### src/rtl/alu_mul_sequencer.sv
// rtl/alu_mul_sequencer.sv - radix-2 shift-and-add 32x32->64 multiplier that borrows an external combinational ALU
module alu_mul_sequencer #(
   parameter logic [2:0] ADD_COMMAND = 3'd0
) (
   input  logic        clk,
   input  logic        reset_n,
   input  logic        start,
   input  logic [31:0] multiplicand,
   input  logic [31:0] multiplier,
   output logic        busy,
   output logic        done,
   output logic [63:0] product,
   output logic [31:0] alu_operand_a,
   output logic [31:0] alu_operand_b,
   output logic [2:0]  alu_command,
   input  logic [31:0] alu_result,
   input  logic        alu_carryout
);

   typedef enum logic [1:0] {S_IDLE, S_RUN, S_DONE} state_e;

   state_e      state_q;
   logic [31:0] mcand_q;
   logic [31:0] acc_hi_q;
   logic [31:0] acc_lo_q;
   logic [4:0]  count_q;
   logic [63:0] product_q;
   logic        busy_q;
   logic        done_q;
   logic [63:0] step_d;

   // The ALU carry becomes bit 63 of the shifted accumulator, so the partial sum never loses a bit.
   assign step_d = {alu_carryout, alu_result, acc_lo_q[31:1]};

   assign alu_command   = ADD_COMMAND;
   assign alu_operand_a = acc_hi_q;
   assign alu_operand_b = acc_lo_q[0] ? mcand_q : 32'd0;

   assign busy    = busy_q;
   assign done    = done_q;
   assign product = product_q;

   always_ff @(posedge clk or negedge reset_n) begin
      if (!reset_n) begin
         state_q   <= S_IDLE;
         mcand_q   <= 32'd0;
         acc_hi_q  <= 32'd0;
         acc_lo_q  <= 32'd0;
         count_q   <= 5'd0;
         product_q <= 64'd0;
         busy_q    <= 1'b0;
         done_q    <= 1'b0;
      end else begin
         case (state_q)
            S_IDLE: begin
               done_q <= 1'b0;
               if (start) begin
                  mcand_q  <= multiplicand;
                  acc_hi_q <= 32'd0;
                  acc_lo_q <= multiplier;
                  count_q  <= 5'd0;
                  busy_q   <= 1'b1;
                  state_q  <= S_RUN;
               end
            end
            S_RUN: begin
               {acc_hi_q, acc_lo_q} <= step_d;
               count_q              <= count_q + 5'd1;
               if (count_q == 5'd31) begin
                  product_q <= step_d;
                  done_q    <= 1'b1;
                  state_q   <= S_DONE;
               end
            end
            S_DONE: begin
               done_q  <= 1'b0;
               busy_q  <= 1'b0;
               state_q <= S_IDLE;
            end
            default: begin
               done_q  <= 1'b0;
               busy_q  <= 1'b0;
               state_q <= S_IDLE;
            end
         endcase
      end
   end

endmodule

### config.mk
export PLATFORM = sky130hd
export DESIGN_NAME = alu_mul_sequencer
export DESIGN_NICKNAME = d
export VERILOG_FILES = /design/src/rtl/alu_mul_sequencer.sv
export SDC_FILE = /design/constraint.sdc
export NUM_CORES = 1
export LEC_CHECK = 0
export ABC_AREA = 0
export ABC_CLOCK_PERIOD_IN_PS = 5400
export CORE_ASPECT_RATIO = 0.9
export CORE_UTILIZATION = 44
export DETAILED_ROUTE_END_ITERATION = 7
export HOLD_SLACK_MARGIN = 0.08
export PLACE_DENSITY = 0.75
export REMOVE_ABC_BUFFERS = 1
export SYNTH_ARGS = -nofsm -noshare
export SYNTH_HDL_FRONTEND = slang
export SYNTH_SLANG_ARGS = --single-unit
### constraint.sdc
create_clock -name clk -period 5.4 [get_ports clk]
set_input_delay 1.08 -clock clk [delete_from_list [all_inputs] [get_ports clk]]
set_output_delay 1.08 -clock clk [all_outputs]
set_load 0.01 [all_outputs]
# == After elaboration in Yosys (flattened, before gate mapping) ==
# Index checks and enable logic that the tools add are counted.
# word_totals
reg_bits,169
input_bits,100
output_inout_bits,133
# op_classes
n_addsub,1
n_eq_ne,4
muxes,14
bitwise_logic,1
n_reduce_logical,7
# ops
operator,count
$pmux 32 s2,2
$mux 32,3
$pmux 5 s2,1
$reduce_and 2->1,5
$add 5x1->5 const B,1
$eq 5x5->1 const B,1
$mux 5,1
$mux 2,2
$ne 2x2->1 const B,2
$pmux 2 s2,1
$mux 1,3
$eq 2x1->1 const B,1
$logic_not 2->1,1
$pmux 1 s2,1
$reduce_bool 2->1,1
$not 1->1,1

# == Longest topological paths before layout ==
# depth
ltp_word,3
mapped_depth,7
ltp_nobuf,5

# == Least setup slack after synthesis ==
# No wires, ideal clock.
# synth_path
kind,input-to-reg
startpoint,input start
endpoint,register mcand_q[10]
setup_ns,0.117
t_arrival_ns,1.789
slack_ns,3.494
path_stages,5
path_buffers,2
path_cell_list,or3b_1 -> buf_4 -> buf_6 -> nand2_1 -> nand2_1
# synth_via
elab_chain_len,1
# synth_rtl
element,line,text
"start, declared",7,"input logic start,"
$reduce_and 2->1 (no source line),-,
"end signal, assigned",58,mcand_q <= multiplicand;
"end, declared",23,logic [31:0] mcand_q;
# No other way between the ends.
# A chain may end at the register's enable or synchronous reset.

# == Final worst setup path ==
# layout_path
startpoint,register state_q[0]
endpoint,"register product_q[3], in the netlist product[3]"
# layout_via
elab_chain_len,2
# layout_rtl
element,line,text
"start, declared",22,state_e state_q;
"start signal, assigned",45,state_q <= S_IDLE;
"start signal, assigned",63,state_q <= S_RUN;
"start signal, assigned",72,state_q <= S_DONE;
$eq 2x1->1,54,case (state_q)
$reduce_and 2->1 (no source line),-,
"end signal, assigned",70,product_q <= step_d;
"end, declared",27,logic [63:0] product_q;
# No other way between the ends.

==> flow_summary.json <==
{
  "synth_cell_type_count": 28,
  "cts.path.max_buffers": 2,
  "cap_viol_max_count": 0,
  "synth_warnings": 0,
  "post-cts-setup-buffers": 0,
  "die_y_um": 120,
  "drt_iter0_drc": 242,
  "syn_area_per_cell_um2": 12.1,
  "gp_congestion": 0.837,
  "num-fill-cells": 1138,
  "synth_area_leaders": "dfrtp_1, mux2_2, nand2_1, a22o_1, a22oi_1",
  "vias_per_cell": 5.11,
  "slowest_stage": "nor2b_4",
  "async_reset_ff_share_pct": 100,
  "overflow": 0,
  "fp.coreArea_mm2": 0.0149,
  "p_per_area_mw_per_mm2": 495,
  "portBuffers": 229,
  "r2r_slack_ns": 2.23,
  "cts_buffers": 17,
  "critPathArrivalTime_ns": 3.48,
  "clockRootBuffer": "clkbuf_16",
  "status": "completed",
  "finalNonFillerCells": 986,
  "worstMarginPinSlew_ns": 1.23,
  "post-route-util_pct": 65.3,
  "hold_viol": 0,
  "rsz0062_at_grt": "false",
  "dr.pass1.iters": 4,
  "final_design_area_no_fill_mm2": 0.00971,
  "hpwl_um": 11600,
  "cts_resized": 0,
  "num_rows": 42,
  "skew_ns": 0.00698,
  "synth_top_area_cell": "dfrtp_1",
  "netlist.area_leader.share_pct": 62.5,
  "cp_slowest_stage_delay_ns": 0.83,
  "hold_slack_ns": 0.470,
  "post-route-period-util_pct": 58.7,
  "p_leak_nw": 4.24,
  "maxSlewViolCount": 0,
  "timing.slew.headroom_pct": 17.8,
  "vias": 5037,
  "start_util_pct": 45.5,
  "area_growth_pct": 43.5,
  "route.detailed.drc": 0,
  "place_area_mm2": 0.00914,
  "tns_ns": 0,
  "wl_per_cell_um": 17.5,
  "seq_area_frac_synth_pct": 62.5,
  "clk_latency_ns": 0.43,
  "required_ns": 5.71,
  "peakVddDrop_v": 0.000291,
  "grt_usage_pct": 22.7,
  "crit_family": "simple AND/OR/NAND/NOR gates",
  "critPathMaxFanout": 41,
  "hold_path.class": "reg2reg",
  "grt_first_pass_wirelength_um": 27600,
  "die_area_mm2": 0.0159,
  "worst_setup_path_start_kind": "flip-flop",
  "cp_common_cell": "buf_4",
  "crit_buf_inv": 2,
  "cp_cell_sequence": "buf_4 > nor2b_4 > nand2_2 > buf_4 > mux2_2",
  "setup_viol": 0,
  "antenna_found_initial": 0,
  "fmax_mhz": 315,
  "cts_htree_levels": 4,
  "synth.most_common_cell": "dfrtp_1",
  "finalWirelength_um": 17300,
  "ios": 233,
  "min_period_ns": 3.17,
  "hold_buffers": 0,
  "grt_max_degree": 74,
  "ys_seq_elements": 169,
  "grt_pass1_vias": 5248,
  "dp_cells": 954,
  "syn-instance-count": 560,
  "synth_ff_type": "dfrtp_1",
  "drive_above_1_share_pct": 13.8,
  "die_w_um": 133,
  "synthTopCellsByCount": "dfrtp_1, nand2_1, mux2_2",
  "nNetsFinal": 877,
  "final_antenna_net_count": 0,
  "synth_edf_count": 0,
  "clk_pin_slew_worst_paths_ns": 0.07,
  "clock-sinks": 169,
  "tritoncts": "done",
  "endpoint_kind": "flip-flop",
  "timing_worst_setup_path_type": "reg2reg",
  "antenna_cells": 0,
  "netlist_area_mm2": 0.00677,
  "seqCellArea_mm2": 0.00423,
  "multi_input_area_mm2": 0.00230
}
cells by family (layout without fill, tap and decap cells):
logic type / Yosys count / after routing / share of synthesized area (%)
buffers and inverters: 45 / 271 / 3.99
DFF: 169 / 169 / 62.5
muxes: 66 / 66 / 10.9
AOI/OAI and AO/OA: 103 / 103 / 10.8
other: 1 / 3 / 0.0554
and+or+nand+nor: 174 / 174 / 11.3
adders and majority gates: 2 / 2 / 0.370
worst register-to-register path: stages, from the launching register on:
cell     delay [ns]
dfrtp_1        0.33
buf_4          0.40
nor2b_4        0.85
nand2_2        0.61
buf_4          0.50
mux2_2         0.36
layer usage:
metal	wire [µm]	vias to the layer above	track usage (%)
li1	-	2340	-
met1	7160	2468	27.9
met2	8200	209	35.4
met3	1710	20	10.6
met4	225	0	7.33
met5	0	-	0
worst paths after layout:
kind / start / to / cells past startpoint
worst min register to register: mcand_q[0]$_DFFE_PN0P_ / mcand_q[0]$_DFFE_PN0P_ / 2
worst max register to register: state_q[0]$_DFFE_PN0P_ / product[3]$_DFFE_PN0P_ / 5
max in group asynchronous: reset_n / product[8]$_DFFE_PN0P_ / 2
worst max-delay path: state_q[0]$_DFFE_PN0P_ / product[3]$_DFFE_PN0P_ / 5
worst min-delay path: mcand_q[0]$_DFFE_PN0P_ / mcand_q[0]$_DFFE_PN0P_ / 2
min in group asynchronous: reset_n / product[46]$_DFFE_PN0P_ / 1
through the flow:
step | setup WS [ns] | power [mW]
detailed placement | 2.17 | 3.65
finish | 2.23 | 4.81
global route | 1.99 | 5.08
global placement | 2.24 | 3.58
CTS | 2.17 | 4.85
floorplan | 1.39 | 2.70
where the power goes:
part / switching [mW] / internal (mW)
combinational: 0.663 / 0.916
clock: 0.522 / 0.656
sequential: 0.321 / 1.74
layout make-up:
type,instances,area share [%]
clock buffers,18,4.52
clock inverters,14,1.43
inverters,3,0.116
multi-input cells,348,23.7
flip-flops and latches,169,43.5
well taps,198,2.55
repair buffers,236,24.2
placed cells by master (no fill, tap or decap), types with 3 or more instances in the layout:
master and instances:
clkdlybuf4s50_1 228, dfrtp_1 169, nand2_1 130, mux2_2 64, a22o_1 34, and2_1 32
a22oi_1 31, o21ai_1 18, clkbuf_16 17, o21ai_0 16, buf_4 7, clkinv_4 5
clkinvlp_4 4, inv_6 4, inv_1 3, conb_1 3
registers in the layout (all words and copies together), names as in the netlist:
| register | count |
|---|---|
| count_q | 5 |
| done | 1 |
| busy | 1 |
| alu_operand_a | 32 |
| mcand_q | 32 |
| state_q | 2 |
| acc_lo_q | 32 |
| product | 64 |
No activity file was read; power rests on OpenSTA's default activity.
